$ cat config.mk
export PLATFORM = sky130hd
export DESIGN_NAME = lsb_queue
export DESIGN_NICKNAME = d
export VERILOG_FILES = /design/src/rtl/lsb_queue_pkg.sv /design/src/rtl/lsb_queue_load_ext.sv /design/src/rtl/lsb_queue.sv
export SDC_FILE = /design/constraint.sdc
export NUM_CORES = 2
export LEC_CHECK = 0
export BUFFER_PORTS_ARGS = -buffer_cell sky130_fd_sc_hd__buf_2
export CAP_MARGIN = 20
export CORE_ASPECT_RATIO = 1.5
export CORE_UTILIZATION = 39
export CTS_CLUSTER_SIZE = 25
export DETAILED_ROUTE_END_ITERATION = 8
export SLEW_MARGIN = 30
export SYNTH_ARGS = -nofsm -noshare
export SYNTH_HDL_FRONTEND = slang
export SYNTH_SLANG_ARGS = --single-unit
$ cat constraint.sdc
create_clock -name clk_in -period 4.7 [get_ports clk_in]
set_input_delay 0.94 -clock clk_in [delete_from_list [all_inputs] [get_ports clk_in]]
set_output_delay 0.94 -clock clk_in [all_outputs]
set_load 0.1 [all_outputs]
$ cat src/rtl/lsb_queue_pkg.sv
// rtl/lsb_queue_pkg.sv - shared sizing constants, memory-op encodings and helpers
//
// Purpose: constants shared by the decoder, ROB and load/store buffer, so that
// all three agree on queue depth, ROB id width and the 3-bit memory-op code.
// Ports: none (package).
package lsb_queue_pkg;

  localparam int LSB_DEPTH_DEF = 8;
  localparam int ROB_W_DEF     = 4;

  typedef enum logic [2:0] {
    OP_LB  = 3'd0,
    OP_LH  = 3'd1,
    OP_LW  = 3'd2,
    OP_LBU = 3'd3,
    OP_LHU = 3'd4,
    OP_SB  = 3'd5,
    OP_SH  = 3'd6,
    OP_SW  = 3'd7
  } mem_op_e;

  localparam logic [1:0] SIZE_BYTE = 2'd0;
  localparam logic [1:0] SIZE_HALF = 2'd1;
  localparam logic [1:0] SIZE_WORD = 2'd2;

  typedef enum logic {
    LSB_IDLE     = 1'b0,
    LSB_WAIT_MEM = 1'b1
  } lsb_state_e;

  function automatic logic op_is_store(input logic [2:0] op);
    logic st;
    case (mem_op_e'(op))
      OP_SB, OP_SH, OP_SW: st = 1'b1;
      default:             st = 1'b0;
    endcase
    return st;
  endfunction

  function automatic logic [1:0] op_size(input logic [2:0] op);
    logic [1:0] sz;
    case (mem_op_e'(op))
      OP_LB, OP_LBU, OP_SB: sz = SIZE_BYTE;
      OP_LH, OP_LHU, OP_SH: sz = SIZE_HALF;
      default:              sz = SIZE_WORD;
    endcase
    return sz;
  endfunction

endpackage

$ cat src/rtl/lsb_queue_load_ext.sv
// rtl/lsb_queue_load_ext.sv - load result extension for byte/half/word loads
//
// Purpose: turn raw memory read data into the 32-bit architectural load value.
// Ports:
//   op    in  3   memory-op code of the completing access
//   rdata in  32  raw data returned by memory (low bytes hold narrow loads)
//   value out 32  sign- or zero-extended load result
module lsb_load_ext
  import lsb_queue_pkg::*;
(
  input  logic [2:0]  op,
  input  logic [31:0] rdata,
  output logic [31:0] value
);

  always_comb begin
    value = rdata;
    case (mem_op_e'(op))
      OP_LB:   value = {{24{rdata[7]}}, rdata[7:0]};
      OP_LBU:  value = {24'd0, rdata[7:0]};
      OP_LH:   value = {{16{rdata[15]}}, rdata[15:0]};
      OP_LHU:  value = {16'd0, rdata[15:0]};
      default: value = rdata;
    endcase
  end

endmodule

$ cat src/rtl/lsb_queue.sv
// rtl/lsb_queue.sv - in-order load/store buffer with operand wakeup and one memory port
//
// Purpose: holds decoded memory ops in program order, captures operand values
// from ALU and LSB result broadcasts, and issues the head entry to memory.
// Ports:
//   clk_in, rst_in (async active-low), rdy_in (global enable)
//   rob_clear, rob_head_id              ROB flush and commit point
//   is_ins, ins_*                       decoder push of one memory op
//   lsb_full                            queue has no safe room for another push
//   rs_has_output/rs_rob_id/rs_output   ALU result broadcast
//   mem_req/mem_we/mem_addr/mem_wdata/mem_size, mem_done/mem_rdata  memory port
//   lsb_has_output/lsb_rob_id/lsb_output  this unit's result broadcast
module lsb_queue
  import lsb_queue_pkg::*;
#(
  parameter int LSB_DEPTH = LSB_DEPTH_DEF,
  parameter int ROB_W     = ROB_W_DEF
) (
  input  logic             clk_in,
  input  logic             rst_in,
  input  logic             rdy_in,
  input  logic             rob_clear,
  input  logic [ROB_W-1:0] rob_head_id,
  input  logic             is_ins,
  input  logic [2:0]       ins_op,
  input  logic [ROB_W-1:0] ins_rob_id,
  input  logic             ins_q1_busy,
  input  logic             ins_q2_busy,
  input  logic [ROB_W-1:0] ins_q1,
  input  logic [ROB_W-1:0] ins_q2,
  input  logic [31:0]      ins_v1,
  input  logic [31:0]      ins_v2,
  input  logic [31:0]      ins_imm,
  output logic             lsb_full,
  input  logic             rs_has_output,
  input  logic [ROB_W-1:0] rs_rob_id,
  input  logic [31:0]      rs_output,
  output logic             mem_req,
  output logic             mem_we,
  output logic [31:0]      mem_addr,
  output logic [31:0]      mem_wdata,
  output logic [1:0]       mem_size,
  input  logic             mem_done,
  input  logic [31:0]      mem_rdata,
  output logic             lsb_has_output,
  output logic [ROB_W-1:0] lsb_rob_id,
  output logic [31:0]      lsb_output
);

  localparam int IDX_W = $clog2(LSB_DEPTH);
  localparam int CNT_W = IDX_W + 1;

  logic [LSB_DEPTH-1:0] ent_valid;
  logic [LSB_DEPTH-1:0] ent_busy1;
  logic [LSB_DEPTH-1:0] ent_busy2;
  logic [2:0]           ent_op  [LSB_DEPTH];
  logic [ROB_W-1:0]     ent_rob [LSB_DEPTH];
  logic [ROB_W-1:0]     ent_q1  [LSB_DEPTH];
  logic [ROB_W-1:0]     ent_q2  [LSB_DEPTH];
  logic [31:0]          ent_v1  [LSB_DEPTH];
  logic [31:0]          ent_v2  [LSB_DEPTH];
  logic [31:0]          ent_imm [LSB_DEPTH];

  logic [IDX_W-1:0] head;
  logic [IDX_W-1:0] tail;
  logic [CNT_W-1:0] count;

  lsb_state_e       state;
  logic             squashed;   // in-flight access belongs to flushed work
  logic [2:0]       cur_op;
  logic [ROB_W-1:0] cur_rob;
  logic [31:0]      ext_value;

  logic head_ready;
  logic head_store;
  logic issue;
  logic pop;
  logic push;
  logic push_busy1;
  logic push_busy2;
  logic [31:0] push_v1;
  logic [31:0] push_v2;

  // One slot of slack: the decoder may already have a push in flight when it sees full.
  assign lsb_full = (count >= CNT_W'(LSB_DEPTH - 1));

  assign head_ready = ent_valid[head] && !ent_busy1[head] && !ent_busy2[head];
  assign head_store = op_is_store(ent_op[head]);
  // Stores only go to memory once they are the oldest uncommitted instruction.
  assign issue = rdy_in && (state == LSB_IDLE) && !rob_clear && head_ready &&
                 (!head_store || (ent_rob[head] == rob_head_id));
  assign pop   = rdy_in && (state == LSB_WAIT_MEM) && mem_done && !squashed && !rob_clear;
  assign push  = rdy_in && is_ins && !rob_clear;

  // Operands of the entry being pushed can be satisfied by a same-cycle broadcast.
  always_comb begin
    push_busy1 = ins_q1_busy;
    push_v1    = ins_v1;
    if (ins_q1_busy && rs_has_output && (rs_rob_id == ins_q1)) begin
      push_busy1 = 1'b0;
      push_v1    = rs_output;
    end else if (ins_q1_busy && lsb_has_output && (lsb_rob_id == ins_q1)) begin
      push_busy1 = 1'b0;
      push_v1    = lsb_output;
    end
    push_busy2 = ins_q2_busy;
    push_v2    = ins_v2;
    if (ins_q2_busy && rs_has_output && (rs_rob_id == ins_q2)) begin
      push_busy2 = 1'b0;
      push_v2    = rs_output;
    end else if (ins_q2_busy && lsb_has_output && (lsb_rob_id == ins_q2)) begin
      push_busy2 = 1'b0;
      push_v2    = lsb_output;
    end
  end

  // Queue storage, pointers and wakeup.
  always_ff @(posedge clk_in or negedge rst_in) begin
    if (!rst_in) begin
      ent_valid <= '0;
      ent_busy1 <= '0;
      ent_busy2 <= '0;
      head      <= '0;
      tail      <= '0;
      count     <= '0;
      for (int i = 0; i < LSB_DEPTH; i++) begin
        ent_op[i]  <= '0;
        ent_rob[i] <= '0;
        ent_q1[i]  <= '0;
        ent_q2[i]  <= '0;
        ent_v1[i]  <= '0;
        ent_v2[i]  <= '0;
        ent_imm[i] <= '0;
      end
    end else if (rdy_in) begin
      if (rob_clear) begin
        ent_valid <= '0;
        head      <= '0;
        tail      <= '0;
        count     <= '0;
      end else begin
        for (int i = 0; i < LSB_DEPTH; i++) begin
          if (ent_valid[i] && ent_busy1[i]) begin
            if (rs_has_output && (rs_rob_id == ent_q1[i])) begin
              ent_busy1[i] <= 1'b0;
              ent_v1[i]    <= rs_output;
            end else if (lsb_has_output && (lsb_rob_id == ent_q1[i])) begin
              ent_busy1[i] <= 1'b0;
              ent_v1[i]    <= lsb_output;
            end
          end
          if (ent_valid[i] && ent_busy2[i]) begin
            if (rs_has_output && (rs_rob_id == ent_q2[i])) begin
              ent_busy2[i] <= 1'b0;
              ent_v2[i]    <= rs_output;
            end else if (lsb_has_output && (lsb_rob_id == ent_q2[i])) begin
              ent_busy2[i] <= 1'b0;
              ent_v2[i]    <= lsb_output;
            end
          end
        end
        if (pop) begin
          ent_valid[head] <= 1'b0;
          head            <= head + 1'b1;
        end
        if (push) begin
          ent_valid[tail] <= 1'b1;
          ent_busy1[tail] <= push_busy1;
          ent_busy2[tail] <= push_busy2;
          ent_op[tail]    <= ins_op;
          ent_rob[tail]   <= ins_rob_id;
          ent_q1[tail]    <= ins_q1;
          ent_q2[tail]    <= ins_q2;
          ent_v1[tail]    <= push_v1;
          ent_v2[tail]    <= push_v2;
          ent_imm[tail]   <= ins_imm;
          tail            <= tail + 1'b1;
        end
        case ({push, pop})
          2'b10:   count <= count + 1'b1;
          2'b01:   count <= count - 1'b1;
          default: count <= count;
        endcase
      end
    end
  end

  lsb_load_ext u_load_ext (
    .op    (cur_op),
    .rdata (mem_rdata),
    .value (ext_value)
  );

  // Memory-port FSM with registered request and broadcast outputs.
  always_ff @(posedge clk_in or negedge rst_in) begin
    if (!rst_in) begin
      state          <= LSB_IDLE;
      squashed       <= 1'b0;
      cur_op         <= '0;
      cur_rob        <= '0;
      mem_req        <= 1'b0;
      mem_we         <= 1'b0;
      mem_addr       <= '0;
      mem_wdata      <= '0;
      mem_size       <= '0;
      lsb_has_output <= 1'b0;
      lsb_rob_id     <= '0;
      lsb_output     <= '0;
    end else if (rdy_in) begin
      lsb_has_output <= 1'b0;
      case (state)
        LSB_IDLE: begin
          if (issue) begin
            state     <= LSB_WAIT_MEM;
            squashed  <= 1'b0;
            cur_op    <= ent_op[head];
            cur_rob   <= ent_rob[head];
            mem_req   <= 1'b1;
            mem_we    <= head_store;
            mem_addr  <= ent_v1[head] + ent_imm[head];
            mem_wdata <= ent_v2[head];
            mem_size  <= op_size(ent_op[head]);
          end
        end
        LSB_WAIT_MEM: begin
          if (mem_done) begin
            state    <= LSB_IDLE;
            squashed <= 1'b0;
            mem_req  <= 1'b0;
            mem_we   <= 1'b0;
            if (!squashed && !rob_clear) begin
              lsb_has_output <= 1'b1;
              lsb_rob_id     <= cur_rob;
              lsb_output     <= op_is_store(cur_op) ? 32'd0 : ext_value;
            end
          end else if (rob_clear) begin
            // The bus transaction cannot be aborted; finish it silently.
            squashed <= 1'b1;
          end
        end
        default: state <= LSB_IDLE;
      endcase
    end
  end

endmodule
==> impl_metrics.env <==
export IMPL_vias_per_cell=6.436
export IMPL_synth_top_area_share=0.4433
export IMPL_drc=0
export IMPL_syn_nets=7136
export IMPL_design_core_area_um2=148500
export IMPL_number_of_endpoints_with_negative_hold_slack_in_the_final_report=0
export IMPL_grt_start_max_net_pins=162
export IMPL_setup_violations=0
export IMPL_post_cts_buffers=0
export IMPL_timing_critical_path_mode_cell="buf_4"
export IMPL_max_stage_delay_ns=0.66
export IMPL_worst_pin_slew_ns=1.066
export IMPL_die_height_um=476.3
export IMPL_synthesis_area_per_instance_um2=8.467
export IMPL_worst_endpoint_required_ns=5.36
export IMPL_master_cell_of_the_clock_root_buffer="clkbuf_16"
export IMPL_post_route_minimum_period_ns=4.432
export IMPL_async_flop_share=1.000
export IMPL_yosys_most_used_dff="dfrtp_1"
export IMPL_clock_edge_transition_at_the_registers_on_the_reported_setup_and_hold_paths_ns=0.07
export IMPL_drive_above_1_share=0.1126
export IMPL_drtIter0Drc=7443
export IMPL_timing_max_cap_violations=0
export IMPL_ys_seq_area_frac=0.4433
export IMPL_finalMaxSlewViolations=0
export IMPL_routed_wl_mm=250.3
export IMPL_dp_final_hpwl_mm=155.6
export IMPL_initial_antenna_violation_count=27
export IMPL_via_count=56750
export IMPL_yosys_top_cells_count="1,473 x nand2_1, 1,036 x dfrtp_1, 585 x nor2_1"
export IMPL_worstSetupStartpointType="register"
export IMPL_finalClockSkew_ns=0.05631
export IMPL_final_fill_count=14440
export IMPL_dp_worst_setup_slack_ns=0.2584
export IMPL_routedWlPerCell_um=28.38
export IMPL_synth_area_leaders="dfrtp_1 44%, nand2_1 9.5%, mux2i_1 6.2%"
export IMPL_fp_dieArea_um2=151500
export IMPL_io_buffers=297
export IMPL_critPathArrivalTime_ns=5.09
export IMPL_detailedRoute_firstPassIterationCount=7
export IMPL_grt_setup_unrepaired="false"
export IMPL_min_period_over_period=0.9430
export IMPL_floorplan_rows=173
export IMPL_run_status="finished, final reports clean"
export IMPL_hp_class="in -> async"
export IMPL_synth_most_common_cell="nand2_1"
export IMPL_multi_input_comb_area_um2=29680
export IMPL_syn2layout_area_growth_pct=11.76
export IMPL_cts_tree="built"
export IMPL_cts_hold_fix_buffers=0
export IMPL_criticalPathCategory="reg -> reg"
export IMPL_clock_sink_count=1036
export IMPL_synth_seq_cells=1036
export IMPL_critPathCaptureType="register"
export IMPL_timing_critical_path_slowest_stage_cell="or2_4"
export IMPL_synth_enable_flop_cells=0
export IMPL_leakagePower_nw=29.06
export IMPL_die_w_um=318.2
export IMPL_overall_routing_resource_usage=0.3206
export IMPL_drt_antenna_violating_nets=0
export IMPL_syn_instance_count=6907
export IMPL_grt_pass1_wl_mm=369.7
export IMPL_synth_largest_area_cell="dfrtp_1"
export IMPL_max_clock_path_buffers=3
export IMPL_fin_setup_tns_ns=0
export IMPL_worst_slew_margin_rel=0.2891
export IMPL_cts_made_buffers=104
export IMPL_fin_util=0.4401
export IMPL_layout_area_seq_um2=25930
export IMPL_critPathMaxFanout=59
export IMPL_clock_fmax_ghz=0.2256
export IMPL_start_util=0.3938
export IMPL_cts_htree_levels=3
export IMPL_total_power_density_per_cell_area_nw_per_um2=487.7
export IMPL_globalRoute_totalOverflow=0
export IMPL_mapped_cell_area_um2=58480
export IMPL_io_pins=298
export IMPL_layout_setup_ws_ns=0.2679
export IMPL_finalWeightedCongestion=0.9214
export IMPL_number_of_global_route_vias_before_repair=55670
export IMPL_ir_drop_mv=0.3563
export IMPL_worstSkewPairLatency_ns=0.78
export IMPL_yosys_cell_types_count=73
export IMPL_cts_resized_gates=0
export IMPL_yosysWarnings=0
export IMPL_finalNetCount=7025
export IMPL_worst_path_cell_chain="buf_4 -> mux2i_1 -> mux4_2 -> nor2_1 -> o21ai_0 -> a41oi_1 -> buf_4 -> or2_4 -> buf_4 -> nand3_1 -> o21ai_1"
==> power breakdown <==
part,internal [W],switching (W),leakage [nW]
registers,0.0112,0.00189,13.8
logic,0.00339,0.00667,13.6
clock network,0.00479,0.00393,1.69
==> sequential cells by signal, summed over array words and instances (netlist names), 24 cells and up <==
name,cells
ent_imm,256
ent_v2,256
ent_q2,32
mem_addr,32
ent_v1,256
lsb_output,32
ent_q1,32
mem_wdata,32
ent_rob,32
ent_op,24
==> final cells by class <==
cell class / count / area share
tap: 1925 / 0.03685
clock inverter: 40 / 0.006815
sequential: 1036 / 0.3967
antenna: 9 / 0.0003446
multi-input combinational: 5077 / 0.4541
timing repair buffer: 531 / 0.05690
inverter: 46 / 0.002642
clock buffer: 154 / 0.04564
==> cell usage in the layout, fill, tap and decap left out, types with 10 or more instances in the layout <==
cell type	synthesis	routed
a221oi_1	66	66
a22o_1	223	223
nand2_1	1473	1470
and3_1	18	16
clkinv_2	0	23
a31oi_1	50	50
o221ai_1	10	10
xor2_1	82	82
nor2b_1	16	14
nand3_1	273	270
mux2i_1	363	362
o22a_1	86	86
o22ai_1	123	123
nor2_2	0	11
nor2_1	585	571
nand2b_1	17	16
a21o_1	22	22
a32oi_1	53	53
xnor2_1	85	85
dfrtp_1	1036	1034
buf_2	57	296
o211ai_1	13	13
o32ai_1	87	87
clkbuf_16	0	106
clkbuf_1	580	33
buf_12	0	34
nor3_1	39	35
o21a_1	18	18
clkbuf_8	0	15
inv_1	45	45
a22oi_1	296	296
ha_1	35	35
a21oi_1	391	388
buf_4	42	198
o21ai_0	388	387
nand4_1	100	100
o21ai_1	38	37
==> worst max-delay path: cells and delay by family (launching register included) <==
| kind | cells | cell delay, ns |
|---|---|---|
| and+or+nand+nor | 3 | 1.02 |
| AOI/OAI and AO/OA | 3 | 0.91 |
| buffers and inverters | 3 | 1.14 |
| DFF | 1 | 0.59 |
| muxes | 2 | 0.65 |
==> worst paths after layout <==
check | from | to | slack [ns] | cells after the start
worst max-delay path | head[2] | mem_we | 0.27 | 11
worst min-delay path | rst_in | ent_op[2] | 0.08 | 1
worst max register to register | head[2] | mem_we | 0.27 | 11
worst min register to register | ent_op[21] | ent_op[21] | 0.47 | 2
max in group asynchronous | rst_in | ent_imm[46] | 3.31 | 3
min in group clk_in | mem_rdata[0] | lsb_output[0] | 0.38 | 2
==> layer usage <==
metal | global-route usage | up-vias | wire length, µm
met5 | 0 | - | 218
met4 | 0.2000 | 34 | 17160
met3 | 0.06367 | 1058 | 24880
met2 | 0.5156 | 3757 | 114600
met1 | 0.3942 | 27690 | 93430
li1 | - | 24210 | -
==> stage by stage <==
stage | total power (W) | hold WS, ns | cells | cell area [µm²]
3_3_place_gp | 0.02292 | 0.4497 | 8609 | 61800
4_1_cts | 0.03180 | 0.06548 | 8804 | 65260
5_1_grt | 0.03332 | 0.09204 | 8811 | 65340
3_5_place_dp | 0.02310 | 0.4544 | 8610 | 61830
6_report | 0.03187 | 0.08422 | 8818 | 65360
2_1_floorplan | 0.01980 | 0.4331 | 6907 | 58480
==> kinds of logic after synthesis <==
| logic type | after synthesis | synth area share |
|---|---|---|
| buffers and inverters | 794 | 0.05514 |
| muxes | 372 | 0.06483 |
| DFF | 1036 | 0.4433 |
| and+or+nand+nor | 2581 | 0.1833 |
| xor gates and xnor gates | 167 | 0.02501 |
| AOI/OAI and AO/OA | 1920 | 0.2202 |
| adders and majority gates | 37 | 0.008173 |
No activity file was read; power rests on OpenSTA's default activity.
